File: src/rtl/div_sched.sv
// div_sched: round-robin two-port front end for the shared 32/16 restoring divider.
// Drives the divider toggle handshake, performs #DE checks and signed remainder fix-up.
module div_sched (
   input  logic        clk,
   input  logic        rst_n,
   input  logic        req_a,
   input  logic        req_b,
   input  logic [31:0] dividend_a,
   input  logic [31:0] dividend_b,
   input  logic [15:0] divisor_a,
   input  logic [15:0] divisor_b,
   input  logic        signed_a,
   input  logic        signed_b,
   output logic        done_a,
   output logic        done_b,
   output logic [15:0] quo,
   output logic [15:0] rem,
   output logic        err_zero,
   output logic        err_ovf,
   output logic        busy,
   output logic [31:0] div_denom,
   output logic [15:0] div_num,
   output logic        div_signed,
   output logic        div_run_in,
   input  logic        div_run_out,
   input  logic [15:0] div_q,
   input  logic [15:0] div_r
);

   localparam int unsigned DVD_W = 32;
   localparam int unsigned DVS_W = 16;

   typedef enum logic [2:0] {
      ST_SYNC = 3'd0,
      ST_IDLE = 3'd1,
      ST_LOAD = 3'd2,
      ST_WAIT = 3'd3,
      ST_DONE = 3'd4
   } state_e;

   state_e             state_q;
   logic               last_b_q;
   logic               port_b_q;
   logic               run_in_q;
   logic               busy_q;
   logic               done_a_q;
   logic               done_b_q;
   logic               err_zero_q;
   logic               err_ovf_q;
   logic               signed_q;
   logic [DVD_W-1:0]   denom_q;
   logic [DVS_W-1:0]   num_q;
   logic [DVS_W-1:0]   quo_q;
   logic [DVS_W-1:0]   rem_q;

   logic               grant_c;
   logic               pick_b_c;
   logic               win_sgn_c;
   logic [DVD_W-1:0]   win_dvd_c;
   logic [DVS_W-1:0]   win_dvs_c;
   logic [DVD_W-1:0]   abs_dvd_c;
   logic [DVS_W-1:0]   abs_dvs_c;
   logic               pre_zero_c;
   logic               pre_ovf_c;

   logic               s_c;
   logic               post_ovf_c;
   logic [DVS_W-1:0]   r_abs_c;
   logic [DVS_W-1:0]   rem_fix_c;

   // Arbitration: a tie goes to the port that was not served last.
   always_comb begin
      grant_c  = 1'b0;
      pick_b_c = 1'b0;
      if (req_a && req_b) begin
         grant_c  = 1'b1;
         pick_b_c = ~last_b_q;
      end else if (req_a || req_b) begin
         grant_c  = 1'b1;
         pick_b_c = req_b;
      end
      win_dvd_c  = pick_b_c ? dividend_b : dividend_a;
      win_dvs_c  = pick_b_c ? divisor_b  : divisor_a;
      win_sgn_c  = pick_b_c ? signed_b   : signed_a;
      abs_dvd_c  = (win_sgn_c && win_dvd_c[DVD_W-1]) ? DVD_W'(-win_dvd_c) : win_dvd_c;
      abs_dvs_c  = (win_sgn_c && win_dvs_c[DVS_W-1]) ? DVS_W'(-win_dvs_c) : win_dvs_c;
      pre_zero_c = (win_dvs_c == '0);
      pre_ovf_c  = (abs_dvd_c[DVD_W-1 -: DVS_W] >= abs_dvs_c);
   end

   // Signed quotient range check and remainder sign correction on the raw divider result.
   always_comb begin
      s_c        = signed_q & (denom_q[DVD_W-1] ^ num_q[DVS_W-1]);
      post_ovf_c = 1'b0;
      if (signed_q) begin
         post_ovf_c = s_c ? ((div_q != '0) && !div_q[DVS_W-1]) : div_q[DVS_W-1];
      end
      r_abs_c    = s_c ? DVS_W'(-div_r) : div_r;
      rem_fix_c  = (signed_q && denom_q[DVD_W-1]) ? DVS_W'(-r_abs_c) : r_abs_c;
   end

   always_ff @(posedge clk or negedge rst_n) begin
      if (!rst_n) begin
         state_q    <= ST_SYNC;
         last_b_q   <= 1'b1;
         port_b_q   <= 1'b0;
         run_in_q   <= 1'b0;
         busy_q     <= 1'b0;
         done_a_q   <= 1'b0;
         done_b_q   <= 1'b0;
         err_zero_q <= 1'b0;
         err_ovf_q  <= 1'b0;
         signed_q   <= 1'b0;
         denom_q    <= '0;
         num_q      <= '0;
         quo_q      <= '0;
         rem_q      <= '0;
      end else begin
         done_a_q <= 1'b0;
         done_b_q <= 1'b0;
         case (state_q)
            // Realign the start toggle with the divider so a divide cut off by reset is dropped.
            ST_SYNC: begin
               run_in_q <= div_run_out;
               if (run_in_q == div_run_out) begin
                  state_q <= ST_IDLE;
                  busy_q  <= 1'b0;
               end else begin
                  busy_q  <= 1'b1;
               end
            end
            ST_IDLE: begin
               if (grant_c) begin
                  port_b_q <= pick_b_c;
                  denom_q  <= win_dvd_c;
                  num_q    <= win_dvs_c;
                  signed_q <= win_sgn_c;
                  busy_q   <= 1'b1;
                  if (pre_zero_c || pre_ovf_c) begin
                     err_zero_q <= pre_zero_c;
                     err_ovf_q  <= ~pre_zero_c;
                     quo_q      <= '0;
                     rem_q      <= '0;
                     done_a_q   <= ~pick_b_c;
                     done_b_q   <= pick_b_c;
                     state_q    <= ST_DONE;
                  end else begin
                     state_q    <= ST_LOAD;
                  end
               end
            end
            ST_LOAD: begin
               run_in_q <= ~run_in_q;
               state_q  <= ST_WAIT;
            end
            ST_WAIT: begin
               if (div_run_out == run_in_q) begin
                  err_zero_q <= 1'b0;
                  err_ovf_q  <= post_ovf_c;
                  quo_q      <= post_ovf_c ? '0 : div_q;
                  rem_q      <= post_ovf_c ? '0 : rem_fix_c;
                  done_a_q   <= ~port_b_q;
                  done_b_q   <= port_b_q;
                  state_q    <= ST_DONE;
               end
            end
            ST_DONE: begin
               last_b_q <= port_b_q;
               busy_q   <= 1'b0;
               state_q  <= ST_IDLE;
            end
            default: begin
               state_q <= ST_SYNC;
            end
         endcase
      end
   end

   assign done_a     = done_a_q;
   assign done_b     = done_b_q;
   assign quo        = quo_q;
   assign rem        = rem_q;
   assign err_zero   = err_zero_q;
   assign err_ovf    = err_ovf_q;
   assign busy       = busy_q;
   assign div_denom  = denom_q;
   assign div_num    = num_q;
   assign div_signed = signed_q;
   assign div_run_in = run_in_q;

endmodule
File: config.mk
export PLATFORM = sky130hd
export DESIGN_NAME = div_sched
export DESIGN_NICKNAME = d
export VERILOG_FILES = /design/src/rtl/div_sched.sv
export SDC_FILE = /design/constraint.sdc
export NUM_CORES = 1
export LEC_CHECK = 0
export ABC_AREA = 1
export BUFFER_PORTS_ARGS = -buffer_cell sky130_fd_sc_hd__buf_4
export CORE_MARGIN = 3
export CORE_UTILIZATION = 56
export DETAILED_ROUTE_END_ITERATION = 8
export PLACE_DENSITY = 0.95
export SYNTH_ARGS = -nofsm -noshare
export SYNTH_HDL_FRONTEND = slang
export SYNTH_SLANG_ARGS = --single-unit
File: constraint.sdc
create_clock -name clk -period 11.45 [get_ports clk]
set_clock_uncertainty 0.2 [all_clocks]
set_input_delay 0.5725 -clock clk [delete_from_list [all_inputs] [get_ports clk]]
set_output_delay 0.5725 -clock clk [all_outputs]
set_load 0.01 [all_outputs]
==> impl_results.md, run 1 <==
- Category of the critical setup timing path: reg2reg
- Filler cells: 851
- PortBufs: 221
- Clock period minus final worst setup slack: 5.352 ns
- Max-cap violations: 0
- Logic depth of the worst register-to-register path: 24
- Initial Util: 0.5887
- Data required time of the worst path: 11.47 ns
- Max-slew violations: 0
- Average size of a mapped cell: 6.596 sq um
- Power, Total: 1.928 mW
- Critical register-to-register path startpoint: last_b_q
- Slew HR: 0.1783
- Aggregate global-route resource usage: 0.2912
- Average wire per standard cell: 14.33 um
- Via count of the first global-routing pass: 6753
- Cell depth of the worst hold path: 3
- Setup violations, final: 0
- Most frequent cell on the critical path: sky130_fd_sc_hd__nand2_1
- Main synth FF type: sky130_fd_sc_hd__dfrtp_1
- Initial antenna violation count: 0
- Startpoint Class: flip-flop
- Transition at the pin with the smallest max-transition slack: 1.228 ns
- Dominant delay contributor by cell family on the critical path: simple AND/OR/NAND/NOR gates
- Maximum vdd drop: 136.5 uV
- Count of clock tree sinks: 92
- Die ar.: 13030 sq um
- Leading cell type in the layout, fill and taps excluded: sky130_fd_sc_hd__nand2_1
- Static Leak: 4.710 nW
- GPL Wtd Cong: 0.8917
- Path type of the worst min-delay path: in2reg
- Register bit count reported by yosys: 92
- Root cell of the clock tree: sky130_fd_sc_hd__clkbuf_16
- Number of top-level design ports: 222
- Fmax achieved: 186.8 MHz
- Fraction of synthesized cell area taken by the top area cell type: 0.3477
- Via count normalized by instance count: 5.372
- Syn nets: 1146
- Overflow after GRT: 0
- Net total in the final layout: 1349
- Cell Chain, Critical Path: nand2_1 > nand2_2 > buf_4 > inv_2 > or2_2 > o21ai_1 > nor2_1 > o21ai_0 > xnor2_1 > ha_1 > nand2_1 > inv_1 > nand2_1 > nand2_1 > nand2_1 > nand2_1 > nand2_1 > nand2_1 > nor2_1 > nand3_2 > nand2_4 > nor2_8 > nand3_1 > nand2_1
- Final Hold Violating Endpoints: 0
- Global-route wire length before repair: 31110 um
- Slowest library cell on the worst path: sky130_fd_sc_hd__nor2_1
- Setup repair after global routing missed its margin: false
- Die Span Y: 114.2 um
- Number of enable flip-flop cells after synthesis: 0
- Signal arrival time at the worst endpoint: 5.37 ns
- Number of warnings issued by yosys: 0
- CTS H-Tree Depth: 3
- Max stage delay on crit path: 0.93 ns
- Result of the run: finished clean
- Share of flip-flops with an asynchronous set or reset: 1.000
- Core Rows: 38
- Total half-perimeter wirelength after legalization and detailed placement: 14660 um
- Residual antenna-violating net count after detailed routing: 0
- Library cell occupying the most area in the post-synthesis netlist: sky130_fd_sc_hd__dfrtp_1
- Final routed DRC violation total: 0
- Setup TNS Final: 0 ns
- Endpoint of the worst register-to-register path: rem[15]
- CP max FO: 66
- First-iteration detailed-routing DRC count: 583
- Crit. End Element: flip-flop
- Buffer and inverter count on the worst path: 3
- Count of inserted antenna diode cells: 0
- Register-to-register setup slack: 6.10 ns
- Cts repair resizes: 0
- Via total after detailed routing: 7204
- Detailed Route WL: 19220 um
- CORE AREA: 11130 sq um
- Clk pin slew, worst setup/hold paths: 0.07 ns
- Clock tree from TritonCTS: yes
- Number of instances in the synthesized netlist: 993
- Start point of the worst min-delay path: div_q[11]
- Clock latency reported for the late side of the worst-skew pair: 0.33 ns
- Die width: 114.2 um
- Largest net degree at the start of global routing: 88
- Leading post-synthesis cells by cell area: sky130_fd_sc_hd__dfrtp_1 (35%), sky130_fd_sc_hd__nand2_1 (23%), sky130_fd_sc_hd__inv_1 (5.8%)
- Post-synthesis cell type count: 42
- Synthesized cell area: 6550 sq um
- Hold endpoint: quo[11]
- Cell Pwr Density: 226.2 nW/um^2
- P&R area growth vs syn: 30.12%
- Share of the cycle needed by the critical path after routing: 0.4674
- Layout cell share with drive strength beyond 1: 0.2215
- Num CTS Buffers: 9
- Sequential-to-total area share from yosys stat: 0.3517
- First-pass detailed-route iteration total: 5
- Most frequent cells in the layout: sky130_fd_sc_hd__nand2_1 (394), sky130_fd_sc_hd__buf_4 (223), sky130_fd_sc_hd__inv_1 (101)
- Maximum root-to-sink buffer count: 2
## cell usage after synthesis, types with 2 or more instances
cell type	count
sky130_fd_sc_hd__a21oi_1	14
sky130_fd_sc_hd__a31oi_1	14
sky130_fd_sc_hd__and2_1	2
sky130_fd_sc_hd__buf_2	8
sky130_fd_sc_hd__buf_6	10
sky130_fd_sc_hd__clkbuf_1	12
sky130_fd_sc_hd__dfrtp_1	91
sky130_fd_sc_hd__ha_1	18
sky130_fd_sc_hd__inv_1	102
sky130_fd_sc_hd__inv_2	2
sky130_fd_sc_hd__nand2_1	394
sky130_fd_sc_hd__nand2_2	6
sky130_fd_sc_hd__nand3_1	54
sky130_fd_sc_hd__nand3_2	2
sky130_fd_sc_hd__nand3b_1	7
sky130_fd_sc_hd__nand4_1	10
sky130_fd_sc_hd__nor2_1	97
sky130_fd_sc_hd__nor2_4	3
sky130_fd_sc_hd__nor3_1	10
sky130_fd_sc_hd__nor4_1	3
sky130_fd_sc_hd__o211ai_1	2
sky130_fd_sc_hd__o21a_1	2
sky130_fd_sc_hd__o21ai_0	62
sky130_fd_sc_hd__o21ai_1	13
sky130_fd_sc_hd__o21ai_2	4
sky130_fd_sc_hd__o21bai_1	2
sky130_fd_sc_hd__o31ai_1	2
sky130_fd_sc_hd__or2_2	4
sky130_fd_sc_hd__xnor2_1	8
sky130_fd_sc_hd__xor2_1	23
## what timing repair did
action,4_1_cts,5_1_grt
setup buffers,0,0
hold buffers,1,0
endpoints found under the hold margin,5,0
## per-layer routing
metal  vias to the layer above  track usage  share of wire
met2                       324       0.5222           0.50
met4                         0      0.09660          0.026
met5                         -            0              0
li1                       3546            -              -
met3                        50      0.06871          0.088
met1                      3284       0.3418           0.39
## report_power, final
part	switching (mW)	total [mW]	internal, mW	leakage [nW]
sequential	0.0927	0.561	0.468	1.17
combinational	0.624	1.04	0.417	3.39
clock	0.133	0.326	0.194	0.154
## stage by stage
step / instances / util / hold WS (ns) / setup WS, ns / area, sq um
2_1_floorplan: 993 / - / 0.07691 / 7.624 / 6550
3_3_place_gp: 1324 / 0.7362 / 0.1802 / 6.237 / 8190
3_5_place_dp: 1324 / 0.7362 / 0.1819 / 5.963 / 8190
4_1_cts: 1341 / 0.7661 / 0.2390 / 6.196 / 8523
5_1_grt: 1341 / 0.7661 / 0.2360 / 5.566 / 8523
6_report: 1341 / 0.7661 / 0.2464 / 6.098 / 8523
## how the worst max path moves through the flow
stage,from,to,cells past startpoint
floorplan,req_a,quo[10],26
global placement,req_a,rem[14],23
detailed placement,req_a,rem[15],25
CTS,last_b_q,rem[15],22
global route,last_b_q,rem[14],22
finish,last_b_q,rem[15],24
## cells by family after synthesis
group,after synthesis,share of synthesized area
muxes,1,0.001528
AOI/OAI and AO/OA,118,0.1009
adders and majority gates,18,0.03438
xor gates and xnor gates,31,0.04145
buffers and inverters,136,0.09150
DFF,92,0.3517
and+or+nand+nor,597,0.3786
## sequential cells by signal, summed over array words and instances (netlist names)
| name | count |
|---|---|
| div_signed | 1 |
| state_q | 3 |
| div_run_in | 1 |
| busy | 1 |
| rem | 16 |
| quo | 16 |
| done_a | 1 |
| div_num | 16 |
| err_zero | 1 |
| last_b_q | 1 |
| div_denom | 32 |
| port_b_q | 1 |
| done_b | 1 |
| err_ovf | 1 |
## final cells by class
class,instances,area (sq um),area share
multi-input cells,765,3647,0.4279
flip-flops and latches,92,2303,0.2703
repair buffers,224,1684,0.1976
inverters,104,390.4,0.04580
clock buffers,10,229.0,0.02686
well taps,140,175.2,0.02055
clock inverters,6,93.84,0.01101
## worst register-to-register path, cell delays in order (launching register included)
cell	delay (ns)
sky130_fd_sc_hd__dfstp_2	0.37
sky130_fd_sc_hd__nand2_1	0.07
sky130_fd_sc_hd__nand2_2	0.05
sky130_fd_sc_hd__buf_4	0.31
sky130_fd_sc_hd__inv_2	0.61
sky130_fd_sc_hd__or2_2	0.23
sky130_fd_sc_hd__o21ai_1	0.11
sky130_fd_sc_hd__nor2_1	0.93
sky130_fd_sc_hd__o21ai_0	0.33
sky130_fd_sc_hd__xnor2_1	0.22
sky130_fd_sc_hd__ha_1	0.32
sky130_fd_sc_hd__nand2_1	0.08
sky130_fd_sc_hd__inv_1	0.05
sky130_fd_sc_hd__nand2_1	0.09
sky130_fd_sc_hd__nand2_1	0.08
sky130_fd_sc_hd__nand2_1	0.07
sky130_fd_sc_hd__nand2_1	0.05
sky130_fd_sc_hd__nand2_1	0.06
sky130_fd_sc_hd__nand2_1	0.06
sky130_fd_sc_hd__nor2_1	0.17
sky130_fd_sc_hd__nand3_2	0.15
sky130_fd_sc_hd__nand2_4	0.35
sky130_fd_sc_hd__nor2_8	0.14
sky130_fd_sc_hd__nand3_1	0.11
sky130_fd_sc_hd__nand2_1	0.05
No activity file was read; power rests on OpenSTA's default activity.
==> run 2: changes to the inputs <==
ABC_AREA = 0   (was 1)
CORE_UTILIZATION = 46   (was 56)
PLACE_DENSITY = 0.85   (was 0.95)
clock period = 4.8 ns   (was 11.45 ns; I/O delays follow)
==> run 2 against run 1 <==
  * Sequential power increased to 2.5 times the previous value
  * Clock power increased by 130%
  * Worst setup slack got worse by 5.8 ns
  * Largest power group unchanged
  * Via count decreased by 9.3%
  * First-iteration DRC count decreased by 20%
  * Critical endpoint is now quo[4]
  * Highest routed layer unchanged
  * Combinational power increased by 150%
  * Utilization decreased by 9.5 points
==> impl_results.md, run 2 <==
- Category of the critical setup timing path: reg2reg
- First-pass detailed-route iteration total: 5 (unchanged)
- Final Hold Violating Endpoints: 0 (unchanged)
- Average wire per standard cell: 17.46 um (+22%)
- PortBufs: 221 (unchanged)
- Synthesized cell area: 6300 sq um (-3.8%)
- Num CTS Buffers: 9 (unchanged)
- Leading post-synthesis cells by cell area: sky130_fd_sc_hd__dfrtp_1 (36%), sky130_fd_sc_hd__nand2_1 (8.6%), sky130_fd_sc_hd__mux2i_1 (6.0%)
- Storage element area: 2303 sq um (unchanged)
- Final core utilization: 0.6707 (-0.09537)
- Filler cells: 1053 (+24%)
- Fmax achieved: 221.7 MHz (+19%)
- Initial Util: 0.4738 (-0.1149)
- Net total in the final layout: 1143 (-15%)
- Final routed DRC violation total: 0 (unchanged)
- Number of enable flip-flop cells after synthesis: 0 (unchanged)
- Cell Chain, Critical Path: a21bo_2 > buf_4 > nand4_1 > a22oi_1 > and4bb_2 > and4_1 > a21oi_1 > xnor2_1 > ha_1 > a21oi_1 > nand2_1 > a221o_1 > a32oi_1 > and3_2 > buf_12 > o21ai_0
- Slew HR: 0.4150 (+0.2367)
- Signal arrival time at the worst endpoint: 4.52 ns (-0.85 ns)
- Cell Pwr Density: 535.3 nW/um^2 (+140%)
- First-iteration detailed-routing DRC count: 465 (-20%)
- Fraction of synthesized cell area taken by the top area cell type: 0.3615 (+0.01381)
- Most frequent cells after synthesis: sky130_fd_sc_hd__nand2_1 (144), sky130_fd_sc_hd__dfrtp_1 (91), sky130_fd_sc_hd__o21ai_0 (66), sky130_fd_sc_hd__nor2_1 (52), sky130_fd_sc_hd__xnor2_1 (43)
- Layout cell share with drive strength beyond 1: 0.2915 (+0.06998)
- CTS H-Tree Depth: 3 (unchanged)
- Slowest library cell on the worst path: sky130_fd_sc_hd__dfstp_2
- Max-cap violations: 0 (unchanged)
- Setup repair after global routing missed its margin: false
- Clock period minus final worst setup slack: 4.511 ns (-0.8417 ns)
- Max stage delay on crit path: 0.55 ns (-0.38 ns)
- Most frequent cell on the critical path: sky130_fd_sc_hd__a21oi_1
- Via count of the first global-routing pass: 6417 (-5.0%)
- Maximum root-to-sink buffer count: 2 (unchanged)
- Path type of the worst min-delay path: in2reg
- Data required time of the worst path: 4.81 ns (-6.66 ns)
- Via total after detailed routing: 6537 (-9.3%)
- Average size of a mapped cell: 8.525 sq um (+29%)
- Clock tree from TritonCTS: yes
- Total half-perimeter wirelength after legalization and detailed placement: 14930 um (+1.9%)
- Count of clock tree sinks: 92 (unchanged)
- Die ar.: 15140 sq um (+16%)
- Core Rows: 42 (+11%)
- Max FFs per register: 32 (unchanged)
- Setup violations, final: 0 (unchanged)
- Root cell of the clock tree: sky130_fd_sc_hd__clkbuf_16
- Share of the cycle needed by the critical path after routing: 0.9397 (+0.4723)
- Count of inserted antenna diode cells: 0 (unchanged)
- Post-CTS setup repair buffer count: 0 (unchanged)
- Leading cell type by number of instances after synthesis: sky130_fd_sc_hd__nand2_1
- Most frequent cells in the layout: sky130_fd_sc_hd__buf_4 (234), sky130_fd_sc_hd__nand2_1 (144), sky130_fd_sc_hd__dfrtp_1 (91)
- Global-route wire length before repair: 32300 um (+3.8%)
- Clock latency reported for the late side of the worst-skew pair: 0.35 ns (+0.02 ns)
- Transition at the pin with the smallest max-transition slack: 0.8742 ns (-0.3538 ns)
- Detailed Route WL: 20450 um (+6.4%)
- Number of warnings issued by yosys: 0 (unchanged)
- Crit. End Element: flip-flop
- Residual antenna-violating net count after detailed routing: 0 (unchanged)
- Library cell occupying the most area in the post-synthesis netlist: sky130_fd_sc_hd__dfrtp_1
- Leading cell type in the layout, fill and taps excluded: sky130_fd_sc_hd__buf_4
- Die Span Y: 123.0 um (+7.8%)
- Maximum vdd drop: 298.9 uV (+120%)
- Max-slew violations: 0 (unchanged)
- Number of instances in the synthesized netlist: 739 (-26%)
- CORE AREA: 13300 sq um (+20%)
- Number of top-level design ports: 222 (unchanged)
- Total area of multi-input combinational cells: 3772 sq um (+3.4%)
- Largest net degree at the start of global routing: 61 (-31%)
- GPL Wtd Cong: 0.9599 (+7.6%)
- Die width: 123.0 um (+7.8%)
- Share of flip-flops with an asynchronous set or reset: 1.000 (unchanged)
- Aggregate global-route resource usage: 0.2705 (-0.02078)
- Overflow after GRT: 0 (unchanged)
- Register bit count reported by yosys: 92 (unchanged)
- Result of the run: finished clean
- P&R area growth vs syn: 41.55%
- Sequential-to-total area share from yosys stat: 0.3656 (+0.01397)
- Clk pin slew, worst setup/hold paths: 0.07 ns (about the same)
- Via count normalized by instance count: 5.582 (+3.9%)
- Main synth FF type: sky130_fd_sc_hd__dfrtp_1
- Setup TNS Final: 0 ns (unchanged)
- Post-synthesis cell type count: 72 (+71%)
- Startpoint Class: flip-flop
- CP max FO: 60 (-9.1%)
- Cts repair resizes: 0 (unchanged)
- Syn nets: 892 (-22%)
- Initial antenna violation count: 0 (unchanged)
- Static Leak: 4.114 nW (-13%)
[run 2: changes by cell type in the layout (fill, tap and decap cells not counted), moves of 12 or more]
cell,delta
sky130_fd_sc_hd__nand2_1,-250
sky130_fd_sc_hd__inv_1,-91
sky130_fd_sc_hd__dlygate4sd3_1,+48
sky130_fd_sc_hd__nor2_1,-45
sky130_fd_sc_hd__nand3_1,-38
sky130_fd_sc_hd__mux2i_1,+37
sky130_fd_sc_hd__xnor2_1,+35
sky130_fd_sc_hd__o31ai_1,+14
sky130_fd_sc_hd__nor4_1,+12
[run 2: per-layer routing]
| layer | global-route usage | routed length (um) | vias up |
|---|---|---|---|
| met3 | 0.08326 | 1709 | 69 |
| met2 | 0.4534 | 9767 | 318 |
| met1 | 0.3256 | 8181 | 3005 |
| li1 | - | - | 3145 |
| met5 | 0 | 0 | - |
| met4 | 0.1066 | 793 | 0 |
[run 2: worst paths after layout]
| path | start | endpoint | slack (ns) | cells past startpoint |
|---|---|---|---|---|
| min reg2reg | rem[4] | rem[4] | 0.28 | 2 |
| min | div_run_out | div_run_in | 0.02 | 3 |
| max reg2reg | last_b_q | quo[4] | 0.29 | 16 |
| min in group asynchronous | rst_n | quo[9] | 0.20 | 2 |
| max | last_b_q | quo[4] | 0.29 | 16 |
| max in group asynchronous | rst_n | div_denom[30] | 3.10 | 3 |
[run 2: report_power, final]
part | total, mW | internal (mW) | leakage (nW) | switching [mW]
clock network | 0.766 | 0.458 | 0.157 | 0.308
logic | 2.58 | 1.21 | 2.79 | 1.37
registers | 1.43 | 1.15 | 1.17 | 0.279
[run 2: logic make-up after synthesis]
| group | Yosys count | share of synthesized area |
|---|---|---|
| flops | 92 | 0.3656 |
| buf+inv | 54 | 0.03932 |
| compound gates | 178 | 0.1873 |
| simple gates | 299 | 0.2248 |
| fa+ha+maj | 18 | 0.03575 |
| mux | 42 | 0.06812 |
| xor+xnor | 56 | 0.07905 |
[run 2: area by class of cell]
type / instances / area share
clock buffers: 10 / 0.02568
flip-flops and latches: 92 / 0.2583
repair buffers: 284 / 0.2542
multi-input cells: 593 / 0.4230
clock inverters: 6 / 0.009822
well taps: 176 / 0.02469
inverters: 10 / 0.004209
[run 2: worst max-delay path, delay by kind of cell, from the launching register on]
kind,cells,cell delay [ns]
adder cells (fa/ha/maj),1,0.34
buffers and inverters,2,0.47
flip-flops,1,0.55
AO/OA/AOI/OAI,7,1.56
AND/OR/NAND/NOR,5,1.06
XOR/XNOR,1,0.16
[run 2: what timing repair did]
action / in CTS / in global routing
hold buffers: 49 / 0
endpoints found under the hold margin: 69 / 0
endpoints found under the setup margin: 0 / 0
[run 2: per-stage QoR]
step	instances	hold slack, ns	worst slack [ns]	cell area, sq um	power, mW
4_1_cts	1171	0.007275	0.3005	8917	4.754
3_5_place_dp	1106	0.03007	0.3946	8110	3.817
2_1_floorplan	739	-0.2556	0.02683	6321	2.822
5_1_grt	1171	0.02821	0.01429	8917	5.131
3_3_place_gp	1106	0.03308	0.4913	8110	3.754
6_report	1171	0.01893	0.2894	8917	4.774
